## config.mk

```make
export PLATFORM = sky130hd
export DESIGN_NAME = vga_fb_arbiter_flat
export DESIGN_NICKNAME = d
export VERILOG_FILES = /design/src/rtl/vga_pkg.sv /design/src/rtl/vga_fb_arbiter_if.sv /design/src/rtl/vga_wr_fifo.sv /design/src/rtl/vga_fb_arbiter.sv /design/src/flat_wrapper.sv
export SDC_FILE = /design/constraint.sdc
export NUM_CORES = 1
export LEC_CHECK = 0
export ABC_AREA = 1
export ABC_CLOCK_PERIOD_IN_PS = 2850
export BUFFER_PORTS_ARGS = -buffer_cell sky130_fd_sc_hd__buf_2
export CAP_MARGIN = 20
export CORE_MARGIN = 4
export CORE_UTILIZATION = 45
export CTS_CLUSTER_SIZE = 40
export DETAILED_ROUTE_END_ITERATION = 10
export HOLD_SLACK_MARGIN = 0.03
export PLACE_DENSITY = 0.7
export SLEW_MARGIN = 20
export SYNTH_ARGS = -nofsm -noshare
export SYNTH_HDL_FRONTEND = slang
export SYNTH_HIERARCHICAL = 1
export SYNTH_SLANG_ARGS = --single-unit
```

## constraint.sdc

```tcl
create_clock -name i_VGA_CLOCK -period 2.85 [get_ports i_VGA_CLOCK]
set_input_delay 0.7125 -clock i_VGA_CLOCK [delete_from_list [all_inputs] [get_ports i_VGA_CLOCK]]
set_output_delay 0.7125 -clock i_VGA_CLOCK [all_outputs]
set_load 0.005 [all_outputs]
```

## src/rtl/vga_pkg.sv

```systemverilog
// rtl/vga_pkg.sv - shared timing constants, pixel/address types and arbiter state enum
package vga_pkg;

    localparam int H_ACTIVE   = 640;
    localparam int V_ACTIVE   = 480;
    localparam int H_TOTAL    = 800;
    localparam int V_TOTAL    = 525;
    localparam int PIX_W      = 8;
    localparam int ADDR_W     = 19;
    localparam int FIFO_DEPTH = 4;
    localparam int LVL_W      = $clog2(FIFO_DEPTH) + 1;

    typedef logic [PIX_W-1:0]  pixel_t;
    typedef logic [ADDR_W-1:0] fb_addr_t;

    typedef enum logic {
        S_SCAN,
        S_DRAIN
    } arb_state_t;

    typedef struct packed {
        fb_addr_t addr;
        pixel_t   data;
    } wr_entry_t;

    // Sy*640 + Sx built from shifts so no multiplier is needed.
    function automatic fb_addr_t scan_addr(input logic [9:0] sy, input logic [9:0] sx);
        return fb_addr_t'({sy, 9'd0}) + fb_addr_t'({sy, 7'd0}) + fb_addr_t'(sx);
    endfunction

endpackage

```

## src/rtl/vga_fb_arbiter_if.sv

```systemverilog
// rtl/vga_fb_arbiter_if.sv - drawing-engine write request handshake
interface vga_fb_arbiter_if;

    logic               wr_valid;
    logic               wr_ready;
    vga_pkg::fb_addr_t  wr_addr;
    vga_pkg::pixel_t    wr_data;

    modport master (output wr_valid, output wr_addr, output wr_data, input wr_ready);
    modport slave  (input wr_valid, input wr_addr, input wr_data, output wr_ready);

endinterface

```

## src/rtl/vga_wr_fifo.sv

```systemverilog
// rtl/vga_wr_fifo.sv - small synchronous write-request buffer with registered ready
module vga_wr_fifo
    import vga_pkg::*;
(
    input  logic             i_clk,
    input  logic             i_rst,
    input  logic             i_push,
    input  wr_entry_t        i_push_data,
    input  logic             i_pop,
    output wr_entry_t        o_pop_data,
    output logic             o_ready,
    output logic             o_empty,
    output logic [LVL_W-1:0] o_level
);

    localparam int PTR_W = $clog2(FIFO_DEPTH);

    wr_entry_t        mem_q [FIFO_DEPTH];
    logic [PTR_W-1:0] wr_ptr_q;
    logic [PTR_W-1:0] rd_ptr_q;
    logic [LVL_W-1:0] level_q;
    logic [LVL_W-1:0] level_d;
    logic             ready_q;

    always_comb begin
        level_d = level_q;
        case ({i_push, i_pop})
            2'b10:   level_d = level_q + 1'b1;
            2'b01:   level_d = level_q - 1'b1;
            default: level_d = level_q;
        endcase
    end

    always_ff @(posedge i_clk) begin
        if (i_push) begin
            mem_q[wr_ptr_q] <= i_push_data;
        end
    end

    // Ready is registered so it reads 0 while reset is held.
    always_ff @(posedge i_clk) begin
        if (i_rst) begin
            wr_ptr_q <= '0;
            rd_ptr_q <= '0;
            level_q  <= '0;
            ready_q  <= 1'b0;
        end else begin
            if (i_push) wr_ptr_q <= wr_ptr_q + 1'b1;
            if (i_pop)  rd_ptr_q <= rd_ptr_q + 1'b1;
            level_q <= level_d;
            ready_q <= (level_d != LVL_W'(FIFO_DEPTH));
        end
    end

    assign o_pop_data = mem_q[rd_ptr_q];
    assign o_ready    = ready_q;
    assign o_empty    = (level_q == '0);
    assign o_level    = level_q;

endmodule

```

## src/rtl/vga_fb_arbiter.sv

```systemverilog
// rtl/vga_fb_arbiter.sv - framebuffer RAM arbiter, scanout first; VGA_FB_VBLANK_ONLY_EN restricts drains to vblank
module vga_fb_arbiter
    import vga_pkg::*;
(
    input  logic             i_VGA_CLOCK,
    input  logic             i_rst,
    input  logic             i_de,
    input  logic             i_hsync,
    input  logic             i_vsync,
    input  logic [9:0]       i_Sx,
    input  logic [9:0]       i_Sy,
    vga_fb_arbiter_if.slave  wr,
    output fb_addr_t         o_mem_addr,
    output logic             o_mem_we,
    output pixel_t           o_mem_wdata,
    input  pixel_t           i_mem_rdata,
    output pixel_t           o_pixel,
    output logic             o_de,
    output logic             o_hsync,
    output logic             o_vsync,
    output logic [LVL_W-1:0] o_fifo_level
);

    arb_state_t state_q;
    fb_addr_t   mem_addr_q;
    logic       mem_we_q;
    pixel_t     mem_wdata_q;
    pixel_t     pixel_q;
    logic [1:0] de_q;
    logic [1:0] hs_q;
    logic [1:0] vs_q;

    wr_entry_t  head;
    logic       fifo_ready;
    logic       fifo_empty;
    logic       push;
    logic       drain_ok;

    assign push        = wr.wr_valid && fifo_ready;
    assign wr.wr_ready = fifo_ready;

`ifdef VGA_FB_VBLANK_ONLY_EN
    assign drain_ok = !i_de && !fifo_empty && (state_q == S_DRAIN) && (i_Sy >= 10'(V_ACTIVE));
`else
    assign drain_ok = !i_de && !fifo_empty && (state_q == S_DRAIN);
`endif

    vga_wr_fifo u_fifo (
        .i_clk       (i_VGA_CLOCK),
        .i_rst       (i_rst),
        .i_push      (push),
        .i_push_data ('{addr: wr.wr_addr, data: wr.wr_data}),
        .i_pop       (drain_ok),
        .o_pop_data  (head),
        .o_ready     (fifo_ready),
        .o_empty     (fifo_empty),
        .o_level     (o_fifo_level)
    );

    // State follows last cycle's de, so the first blank cycle never writes.
    always_ff @(posedge i_VGA_CLOCK) begin
        if (i_rst) begin
            state_q     <= S_SCAN;
            mem_addr_q  <= '0;
            mem_we_q    <= 1'b0;
            mem_wdata_q <= '0;
            pixel_q     <= '0;
            de_q        <= '0;
            hs_q        <= '0;
            vs_q        <= '0;
        end else begin
            state_q  <= i_de ? S_SCAN : S_DRAIN;
            mem_we_q <= 1'b0;
            if (i_de) begin
                mem_addr_q <= scan_addr(i_Sy, i_Sx);
            end else if (drain_ok) begin
                mem_addr_q  <= head.addr;
                mem_wdata_q <= head.data;
                mem_we_q    <= 1'b1;
            end
            de_q    <= {de_q[0], i_de};
            hs_q    <= {hs_q[0], i_hsync};
            vs_q    <= {vs_q[0], i_vsync};
            pixel_q <= de_q[0] ? i_mem_rdata : '0;
        end
    end

    assign o_mem_addr  = mem_addr_q;
    assign o_mem_we    = mem_we_q;
    assign o_mem_wdata = mem_wdata_q;
    assign o_pixel     = pixel_q;
    assign o_de        = de_q[1];
    assign o_hsync     = hs_q[1];
    assign o_vsync     = vs_q[1];

endmodule

```

## src/flat_wrapper.sv

```systemverilog
// flat-port wrapper written by rule: the top's interface ports become plain ports
module vga_fb_arbiter_flat import vga_pkg::*;
  (i_VGA_CLOCK, i_rst, i_de, i_hsync, i_vsync, i_Sx, i_Sy, o_mem_addr, o_mem_we, o_mem_wdata, i_mem_rdata, o_pixel, o_de, o_hsync, o_vsync, o_fifo_level, wr_wr_valid, wr_wr_addr, wr_wr_data, wr_wr_ready);
  vga_fb_arbiter_if wr_i ();
  input  logic i_VGA_CLOCK;
  input  logic i_rst;
  input  logic i_de;
  input  logic i_hsync;
  input  logic i_vsync;
  input  logic [9:0] i_Sx;
  input  logic [9:0] i_Sy;
  output fb_addr_t o_mem_addr;
  output logic o_mem_we;
  output pixel_t o_mem_wdata;
  input  pixel_t i_mem_rdata;
  output pixel_t o_pixel;
  output logic o_de;
  output logic o_hsync;
  output logic o_vsync;
  output logic [LVL_W-1:0] o_fifo_level;
  input wire logic [$bits(wr_i.wr_valid)-1:0] wr_wr_valid;
  input wire logic [$bits(wr_i.wr_addr)-1:0] wr_wr_addr;
  input wire logic [$bits(wr_i.wr_data)-1:0] wr_wr_data;
  output wire logic [$bits(wr_i.wr_ready)-1:0] wr_wr_ready;
  assign wr_i.wr_valid = wr_wr_valid;
  assign wr_i.wr_addr = wr_wr_addr;
  assign wr_i.wr_data = wr_wr_data;
  assign wr_wr_ready = wr_i.wr_ready;
  vga_fb_arbiter u_core (.i_VGA_CLOCK(i_VGA_CLOCK), .i_rst(i_rst), .i_de(i_de), .i_hsync(i_hsync), .i_vsync(i_vsync), .i_Sx(i_Sx), .i_Sy(i_Sy), .wr(wr_i), .o_mem_addr(o_mem_addr), .o_mem_we(o_mem_we), .o_mem_wdata(o_mem_wdata), .i_mem_rdata(i_mem_rdata), .o_pixel(o_pixel), .o_de(o_de), .o_hsync(o_hsync), .o_vsync(o_vsync), .o_fifo_level(o_fifo_level));
endmodule
```

== Word level (Yosys, flattened, before mapping) ==
Memory sizes are Yosys's and may differ from the RTL's. A register that Yosys moved wholly into a read port is not among the register bits.
Cells that the tools add are included.

* Input port bits: 61
* Bits in read-only memories: 0
* Output and inout bits: 43
* Logic and storage cells: 43
* Memories: 1
* Register bits after elaboration: 51
* Bits in writable memories: 108
* Bits in latches: 0

{| class="wikitable"
|+ Memory list
! memory !! words !! bits a word !! read ports !! clocked after memory_dff !! write ports !! RTL line !! text
|-
| u_core.u_fifo.mem_q || 4 || 27 || 1 || 1 || 1 || vga_wr_fifo.sv:18 || <nowiki>wr_entry_t mem_q [FIFO_DEPTH];</nowiki>
|}

* Muxes and demuxes: 9
* Reductions and logical operators: 10
* Equality and inequality tests: 3
* Bitwise operators: 2
* Multipliers: 0
* Divide/modulo/power cells: 0
* Shifts and indexed selects: 0
* Magnitude comparators: 0
* $add $sub $neg: 6

{| class="wikitable"
|+ Operator list
! kind !! number
|-
| 2-to-1 mux 19 bit || 2
|-
| adder 19 x 10 -> 19 bit || 1
|-
| adder 19 x 17 -> 19 bit || 1
|-
| one-hot mux 3 bit (2 select lines) || 1
|-
| adder 2 x 1 -> 2 bit, second input constant || 2
|-
| 2-to-1 mux 1 bit || 4
|-
| 2-to-1 mux 2 bit || 2
|-
| OR reduction 2 bit || 2
|-
| adder 3 x 1 -> 3 bit, second input constant || 1
|-
| logical AND 1 bit || 3
|-
| zero test 3 bit || 1
|-
| inequality test 3 bit, second input constant || 1
|-
| subtractor 3 x 1 -> 3 bit, second input constant || 1
|-
| == test 2 x 1 -> 1 bit, second input constant || 1
|-
| == test 2 bit, second input constant || 1
|-
| zero test 1 bit || 2
|-
| inverter 1 bit || 2
|-
| AND reduction 2 bit || 1
|-
| nonzero test 2 bit || 1
|}

== Logic depth before layout (Yosys ltp) ==
Gate-level depths: netlist (run 1).

* Word-level depth: 7
* Gate-level depth with buffers: 14
* Mapped depth without buffers: 13

== By module ==
The synthesis (run 1) kept the hierarchy.

{| class="wikitable"
|+ By module, submodules not included
! module !! instances !! area each (um^2) !! cells an instance !! seq. area each (um^2)
|-
| vga_wr_fifo || 1 || 4540.6 || 325 || 3443.3
|-
| vga_fb_arbiter || 1 || 2242.2 || 306 || 860.8
|}

== Worst setup path before layout (run 1) ==
OpenSTA, ideal clock, no wires.

* Path type: input to register
* Start point: in i_Sx[9]
* End point: reg u_core.mem_addr_q[14] (netlist: u_core/o_mem_addr[14])
* Path slack: 0.445 ns
* Cell stages on the path: 12
* Data required time: 2.738 ns
* Arrival: 2.293 ns
* Library setup time: 0.112 ns
* Path buffers: 0
* Cells stage by stage: inv_1 fa_1 inv_1 fa_1 nand2_1 nor2_1 nor2_1 inv_1 nand2_1 nand3b_1 nand3_1 nand2_1

* Longest elaborated chain between the ends: 2

{| class="wikitable"
|+ RTL lines
! item !! RTL line !! text
|-
| start: declaration || flat_wrapper.sv:10 || <nowiki>input logic [9:0] i_Sx;</nowiki>
|-
| adder 19 x 10 -> 19 bit || vga_pkg.sv:28 || <nowiki>return fb_addr_t'({sy, 9'd0}) + fb_addr_t'({sy, 7'd0}) + fb_addr_t'(sx);</nowiki>
|-
| 2-to-1 mux 19 bit || vga_fb_arbiter.sv:74 || <nowiki>if (i_de) begin</nowiki>
|-
| end signal: assignment || vga_fb_arbiter.sv:75 || <nowiki>mem_addr_q <= scan_addr(i_Sy, i_Sx);</nowiki>
|-
| end signal: assignment || vga_fb_arbiter.sv:77 || <nowiki>mem_addr_q <= head.addr;</nowiki>
|-
| end: declaration || vga_fb_arbiter.sv:25 || <nowiki>fb_addr_t mem_addr_q;</nowiki>
|}

No other way between the ends.
A chain may end at the register's enable or synchronous reset.

== Worst setup path in the final report (run 1) ==
Same ends and word-level chain as after synthesis.

==> results of run 1 <==
==> flip-flops by register name (all words and copies together), names as in the netlist, named ones only <==
| register | cells |
|---|---|
| u_core/u_fifo/mem_q | 108 |
| u_core/o_mem_addr | 19 |
| u_core/o_mem_wdata | 8 |
| u_core/o_pixel | 8 |
| u_core/u_fifo/o_level | 3 |
| u_core/de_q | 2 |
| u_core/hs_q | 2 |
| u_core/u_fifo/rd_ptr_q | 2 |
| u_core/u_fifo/wr_ptr_q | 2 |
| u_core/vs_q | 2 |
| u_core/o_mem_we | 1 |
| u_core/state_q | 1 |
| u_core/u_fifo/o_ready | 1 |
==> layout by cell type, fill, tap and decap left out, types with 2 or more instances in the layout <==
cell type / count
a22o_1: 6
buf_12: 4
inv_8: 2
ha_1: 24
nand2_1: 95
inv_6: 4
a21oi_1: 8
inv_4: 2
inv_1: 52
dfxtp_1: 52
nand4_1: 3
nor2_1: 102
clkinv_2: 2
edfxtp_1: 108
nand3b_1: 4
xnor2_1: 2
o21ai_1: 34
clkbuf_16: 17
clkinvlp_4: 2
nor3_1: 4
o22ai_1: 27
bufinv_16: 2
fa_1: 3
buf_2: 103
nand3_1: 13
buf_4: 7
clkinv_4: 3
o21ai_0: 43
a31oi_1: 10
==> worst max path at each step <==
stage	endpoint
2_1_floorplan	u_core/o_mem_addr[14]$_SDFFE_PP0P_
3_3_place_gp	u_core/o_mem_addr[14]$_SDFFE_PP0P_
3_5_place_dp	u_core/o_mem_addr[14]$_SDFFE_PP0P_
4_1_cts	u_core/o_mem_addr[14]$_SDFFE_PP0P_
5_1_grt	u_core/o_mem_addr[16]$_SDFFE_PP0P_
6_report	u_core/o_mem_addr[14]$_SDFFE_PP0P_
==> cells in the mapped netlist (3+ instances only) <==
library cell	number
fa_1	3
dfxtp_1	53
buf_2	7
clkbuf_1	4
a22o_1	6
nor3_1	4
nor2_1	102
nand2_1	95
nand4_1	3
a31oi_1	10
buf_6	12
ha_1	24
o22ai_1	27
o21ai_1	34
a21oi_1	8
nand3b_1	4
edfxtp_1	108
nand3_1	13
inv_1	52
o21ai_0	43
==> per-layer routing <==
layer | vias up | wire length [um]
li1 | 2386 | -
met1 | 2300 | 6301
met2 | 191 | 6957
met3 | 25 | 1265
met4 | 8 | 163
met5 | - | 46
==> per-stage QoR <==
stage | power (mW) | setup slack (ns)
after CTS | 5.358 | 0.6505
after global routing | 5.540 | 0.5119
final | 5.303 | 0.6403
after floorplan | 2.951 | 0.4450
after detailed placement | 3.135 | 0.2060
after global placement | 3.116 | 0.2595
==> layout make-up <==
cell class	instances	area (sq um)	area share
sequential	161	4305	0.5356
multi-input combinational	386	2036	0.2533
timing repair buffer	114	648.1	0.08064
clock buffer	18	429.2	0.05339
inverter	58	235.2	0.02927
tap	184	230.2	0.02864
clock inverter	14	153.9	0.01915
==> kinds of logic after synthesis <==
family,after synthesis,share of synthesized area
and+or+nand+nor,225,0.1352
DFF,161,0.6346
AOI/OAI and AO/OA,131,0.1079
buffers and inverters,84,0.06530
adders and majority gates,27,0.05313
xor gates and xnor gates,3,0.003875
==> worst min-delay path: stages (launching register included) <==
cell	delay, ns
dfxtp_1	0.30
inv_1	0.04
nor2_1	0.03
==> power breakdown <==
group          internal, mW  total [mW]  switching (mW)
Sequential             2.57        2.61          0.0396
Combinational         0.189       0.470           0.281
Clock                  1.30        2.22           0.918
Total                  4.06        5.30            1.24
==> reports/qor.csv, run 1 <==
stage,metric,value,unit
detailed_routing,viasPerCell,5.251,
run_status,outcome,"finished, final reports clean",
layout,nNetsFinal,826,
sta,setup_viol,0,
layout,fin_util,0.5489,
grt,grt_pass1_wl,23430,um
grt,grt_max_degree,55,
critical_path,arrival,2.52,ns
worst_hold_path,hold_end,u_core/vs_q[1]$_SDFF_PP0_,
sta,fin_skew,0.01162,ns
yosys,yosysUniqueCellTypes,36,
detailed_routing,drc,0,
grt,use_met3,0.05528,
layout,n_fill_cell,1263,
critical_path,cp_max_fo,3,
sta,layout_min_cycle_time,2.210,ns
critical_path,cp_num_buf_inv,4,
floorplanning,dieArea,17100,sq um
detailed_routing,finalWirelength,14730,um
yosys,ys.flop_type,edfxtp_1,
worst_hold_path,hold_path.class,reg -> reg,
clocking,hold_buffers,0,
yosys,synth_nets,719,
layout,antenna_cells,0,
layout,area.growth.synth_to_final,18.50,%
critical_path,rr_worst_depth,10,
critical_path,reg2reg_from,u_core/u_fifo/o_level[0]$_SDFF_PP0_,
critical_path,crit_chain,"buf_2, inv_1, fa_1, inv_1, fa_1, nand2_1, nor2_1, nor2_1, inv_1, nand2_1, nand3b_1, nand3_1, nand2_1",
yosys,synth_top_area_share,0.4781,
grt,overflow,0,
yosys,syn_inst,631,
yosys,yosysSeqAreaShare,0.6346,
sta,relSlewSlack,0.5172,
yosys,yosysTopAreaCell,edfxtp_1,
clocking,cts_resized,0,
sta,final.period_utilization,0.7753,
critical_path,worstSetupPathType,in -> reg,
worst_hold_path,holdPathStages,2,
sta,worst_pin_slew,0.7233,ns
pwr,powerDensity,659.7,nW/um^2
critical_path,crit_cells,13,
sta,setup_tns,0,ns
layout,drive_above_1_share,0.2051,
yosys,yosys_warnings,6,
floorplanning,die_height,130.8,um
floorplanning,die_x,130.8,um
layout,stdcell_area,8038,sq um
grt,use_met2,0.2906,
grt,antenna_found_initial,4,
place,dpl.cell_count,903,
critical_path,critPathRequiredTime,3.16,ns
place,dp_hpwl,9964,um
floorplanning,start_util,0.4632,
grt,grt_pass1_vias,4656,
critical_path,setup.worst_path.end_class,flip-flop,
sta,rsz0062_at_grt,no,
critical_path,startpoint,i_Sx[9],
worst_hold_path,hp-start,u_core/vs_q[0]$_SDFF_PP0_,
grt,use_met1,0.2326,
clocking,root_buffer,clkbuf_16,
yosys,syn_area,6783,sq um
clocking,htreeDepth,4,
critical_path,cp_top_family,adder cells,
sta,fmax,452.6,MHz
yosys,avgSynthCellArea,10.75,sq um
critical_path,r2r_slack,0.86,ns
critical_path,r2r_end,u_core/u_fifo/o_ready$_SDFF_PP0_,
yosys,synthTopCellsByArea,"edfxtp_1 48%, dfxtp_1 16%, nor2_1 5.6%",
clocking,post-cts-setup-buffers,0,
floorplanning,core,14640,sq um
clocking,max-clock-path-buffers,2,
grt,busiest_layer,met2,
clocking,cts.sinks,161,
detailed_routing,via_count,4910,
floorplanning,io_pins,104,
grt,grtUsageTotal,0.1799,
detailed_routing,post_drt_wl_per_cell,15.76,um
sta,finalHoldViolCount,0,
detailed_routing,drt_iter0_markers,371,
critical_path,crit_path_max_incr_delay,0.53,ns
yosys,asyncSetResetFlopFracSynth,0,
detailed_routing,drtPass1Iterations,5,
clocking,clkTransAtPathRegs,0.06,ns
place,place_congestion,0.8327,
clocking,clkLatencyLatePin,0.43,ns
place,dpl_cell_area,7455,sq um
detailed_routing,ant_nets,0,
job,max-cap-violations,0,
sta,slew_viol_final,0,
layout,finalNonFillerCells,935,
pwr,leakagePower,3.416,nW
critical_path,crit_path_start_kind,input port,
sta,holdWs,0.4098,ns
yosys,synth_edf_count,108,
critical_path,critPathSlowestCell,fa_1,
place,portBuffers,103,
clocking,cts_tree,done,
pwr,max-vdd-ir-drop,0.5955,mV
clocking,cts_buffers,17,
yosys,ys_ff_latch,161,
floorplanning,placementRows,44,
(Power assumes the default switching activity.)
==> run 2: changes to the inputs <==
--- a/config.mk
+++ b/config.mk
@@ -5,8 +5,8 @@
 export SDC_FILE = /design/constraint.sdc
 export NUM_CORES = 1
 export LEC_CHECK = 0
-export ABC_AREA = 1
-export ABC_CLOCK_PERIOD_IN_PS = 2850
+export ABC_AREA = 0
+export ABC_CLOCK_PERIOD_IN_PS = 1900
 export BUFFER_PORTS_ARGS = -buffer_cell sky130_fd_sc_hd__buf_2
 export CAP_MARGIN = 20
 export CORE_MARGIN = 4
@@ -14,7 +14,7 @@
 export CTS_CLUSTER_SIZE = 40
 export DETAILED_ROUTE_END_ITERATION = 10
 export HOLD_SLACK_MARGIN = 0.03
-export PLACE_DENSITY = 0.7
+export PLACE_DENSITY = 0.72
 export SLEW_MARGIN = 20
 export SYNTH_ARGS = -nofsm -noshare
 export SYNTH_HDL_FRONTEND = slang
==> constraint.sdc (replaced) <==
create_clock -name i_VGA_CLOCK -period 1.9 [get_ports i_VGA_CLOCK]
set_input_delay 0.475 -clock i_VGA_CLOCK [delete_from_list [all_inputs] [get_ports i_VGA_CLOCK]]
set_output_delay 0.475 -clock i_VGA_CLOCK [all_outputs]
set_load 0.005 [all_outputs]
==> reports/qor.csv, run 2 <==
stage,metric,value,unit
yosys,yosysSeqAreaShare,0.6464,
detailed_routing,drt_iter0_markers,330,
critical_path,r2r_end,u_core/u_fifo/o_ready$_SDFF_PP0_,
floorplanning,dieArea,16810,sq um
floorplanning,core,14530,sq um
floorplanning,start_util,0.4582,
sta,relSlewSlack,0.6891,
floorplanning,die_height,129.6,um
place,place_worst_setup_slack,-0.7395,ns
yosys,syn_inst,440,
yosys,synth_top_area_share,0.4870,
yosys,avgSynthCellArea,15.13,sq um
worst_hold_path,hold_end,u_core/o_pixel[4]$_SDFF_PP0_,
detailed_routing,via_count,4170,
yosys,synth_edf_count,108,
critical_path,arrival,2.40,ns
detailed_routing,drtPass1Iterations,6,
yosys,synthTopCellsByArea,"edfxtp_1 49%, dfxtp_1 16%, mux4_2 6.8%",
detailed_routing,drc,0,
sta,fin_skew,0.01080,ns
clocking,cts_tree,done,
place,dp_hpwl,9684,um
sta,layout_min_cycle_time,2.043,ns
sta,finalHoldViolCount,0,
clocking,cts_buffers,17,
sta,slew_viol_final,0,
critical_path,r2r_slack,-0.14,ns
critical_path,critPathRequiredTime,2.25,ns
job,max-cap-violations,0,
pwr,power,8.971,mW
layout,largest_reg_flops,108,
floorplanning,placementRows,44,
yosys,netlist_top_cells_count,"108 x edfxtp_1, 53 x dfxtp_1, 33 x nand2_1",
critical_path,reg2reg_from,u_core/u_fifo/o_level[1]$_SDFF_PP0_,
worst_hold_path,hold_path.class,in -> reg,
sta,rsz0062_at_grt,yes,
place,portBuffers,103,
clocking,clkTransAtPathRegs,0.07,ns
sta,holdWs,0.2578,ns
sta,final.period_utilization,1.075,
critical_path,setup.worst_path.end_class,flip-flop,
layout,largest_register,u_core/u_fifo/mem_q,
yosys,yosysUniqueCellTypes,55,
critical_path,rr_worst_depth,9,
yosys,ys.flop_type,edfxtp_1,
layout,nNetsFinal,681,
yosys,yosys_warnings,6,
critical_path,cp_max_fo,4,
grt,overflow,0,
clocking,clkLatencyLatePin,0.42,ns
clocking,htreeDepth,4,
layout,final_common_cell,edfxtp_1,
layout,area.growth.synth_to_final,28.41,%
place,dpl_cell_area,7800,sq um
grt,grtUsageTotal,0.1773,
yosys,synth.most_common_cell,edfxtp_1,
layout,stdcell_area,8551,sq um
floorplanning,die_x,129.6,um
yosys,yosysTopAreaCell,edfxtp_1,
sta,setup_viol,8,
yosys,ys_ff_latch,161,
grt,antenna_found_initial,1,
clocking,max-clock-path-buffers,2,
sta,worst_slack,-0.1428,ns
detailed_routing,finalWirelength,14400,um
detailed_routing,post_drt_wl_per_cell,18.23,um
pwr,max-vdd-ir-drop,0.8530,mV
yosys,synth_nets,528,
layout,antenna_cells,0,
worst_hold_path,holdPathStages,2,
pwr,powerDensity,1049,nW/um^2
detailed_routing,viasPerCell,5.278,
yosys,asyncSetResetFlopFracSynth,0,
layout,drive_above_1_share,0.3944,
critical_path,worstSetupPathType,reg -> reg,
sta,worst_pin_slew,0.4657,ns
grt,grt_pass1_wl,22520,um
critical_path,crit_path_start_kind,flip-flop,
detailed_routing,ant_nets,0,
pwr,leakagePower,3.325,nW
clocking,root_buffer,clkbuf_16,
grt,grt_pass1_vias,4278,
yosys,syn_area,6659,sq um
run_status,outcome,finished with violations,
place,place_congestion,0.8433,
run_status,violations,setup timing,
clocking,cts.sinks,161,
sta,fmax,489.5,MHz
worst_hold_path,hp-start,i_mem_rdata[4],
layout,final_cell_mix,"108 x edfxtp_1, 100 x buf_2, 49 x dfxtp_1",
floorplanning,io_pins,104,
grt,grt_max_degree,28,
-- run 2: cell count changes in the layout (fill, tap and decap cells not counted), sizes merged, moves of 6 or more --
cell and change:
nor2 -70, o21ai -66, nand2 -63, inv -41
buf +40, mux4 +27, o22ai -26, mux2i +15
and2 +13, a311oi +11, a31oi -9, nor2b +7
a22o -6, nand3 -6
-- run 2: power by group --
group	leakage (nW)	internal (mW)	total [mW]	switching [mW]
logic	1.59	0.611	1.22	0.613
clock network	0.318	2.25	3.71	1.46
registers	1.42	3.96	4.04	0.0847
total	3.33	6.82	8.97	2.15
-- run 2: worst max-delay path, stage by stage, from the launching register on --
cell,delay (ns)
dfxtp_2,0.35
nor3_4,0.05
nand2b_4,0.15
nor2_4,0.14
ha_4,0.16
inv_2,0.03
fa_2,0.32
xor2_1,0.19
or4b_1,0.48
nand3_1,0.09
-- run 2: kinds of logic (layout without fill, tap and decap cells) --
group | after synthesis | count (layout) | share of synthesized area
compound gates | 54 | 54 | 0.06144
xor+xnor | 7 | 7 | 0.009207
mux | 43 | 43 | 0.1195
buf+inv | 35 | 201 | 0.02762
flops | 161 | 161 | 0.6464
fa+ha+maj | 27 | 27 | 0.05412
simple gates | 113 | 113 | 0.08174
-- run 2: routing by layer --
layer / vias to the layer above / GRT usage / part of all wire
met5: - / 0 / 0.00090
met4: 2 / 0.04768 / 0.011
met3: 17 / 0.05111 / 0.057
met2: 111 / 0.2966 / 0.51
met1: 2057 / 0.2279 / 0.42
li1: 1983 / - / -
-- run 2: worst max path at each step --
stage                                   startpoint                                  to  cells past startpoint
6_report       u_core/u_fifo/o_level[1]$_SDFF_PP0_    u_core/u_fifo/o_ready$_SDFF_PP0_                      9
5_1_grt        u_core/u_fifo/o_level[1]$_SDFF_PP0_    u_core/u_fifo/o_ready$_SDFF_PP0_                      9
4_1_cts        u_core/u_fifo/o_level[1]$_SDFF_PP0_    u_core/u_fifo/o_ready$_SDFF_PP0_                      9
3_5_place_dp                               i_Sy[2]  u_core/o_mem_addr[14]$_SDFFE_PP0P_                      9
3_3_place_gp                               i_Sy[2]  u_core/o_mem_addr[14]$_SDFFE_PP0P_                      9
2_1_floorplan                              i_Sy[2]  u_core/o_mem_addr[14]$_SDFFE_PP0P_                      8
-- run 2: what timing repair did --
item,CTS,global route
gates cloned,0,0
buffers inserted,1,1
endpoints found under the setup margin,11,11
hold buffers,0,0
pin swaps,10,4
resized for setup,11,7
-- run 2: per-stage QoR --
stage / setup TNS, ns / instances / util
global placement: -5.072 / 756 / 0.5367
floorplan: -2.760 / 440 / -
CTS: -0.6883 / 789 / 0.5863
global route: -1.316 / 790 / 0.5883
detailed placement: -5.710 / 756 / 0.5367
finish: -0.6754 / 790 / 0.5883
-- run 2: layout make-up --
cell class	instances	area, sq um
repair buffers	154	1005
flip-flops and latches	161	4312
multi-input cells	244	2285
clock inverters	15	227.7
fillers	1160	5983
clock buffers	17	425.4
inverters	15	66.31
well taps	184	230.2
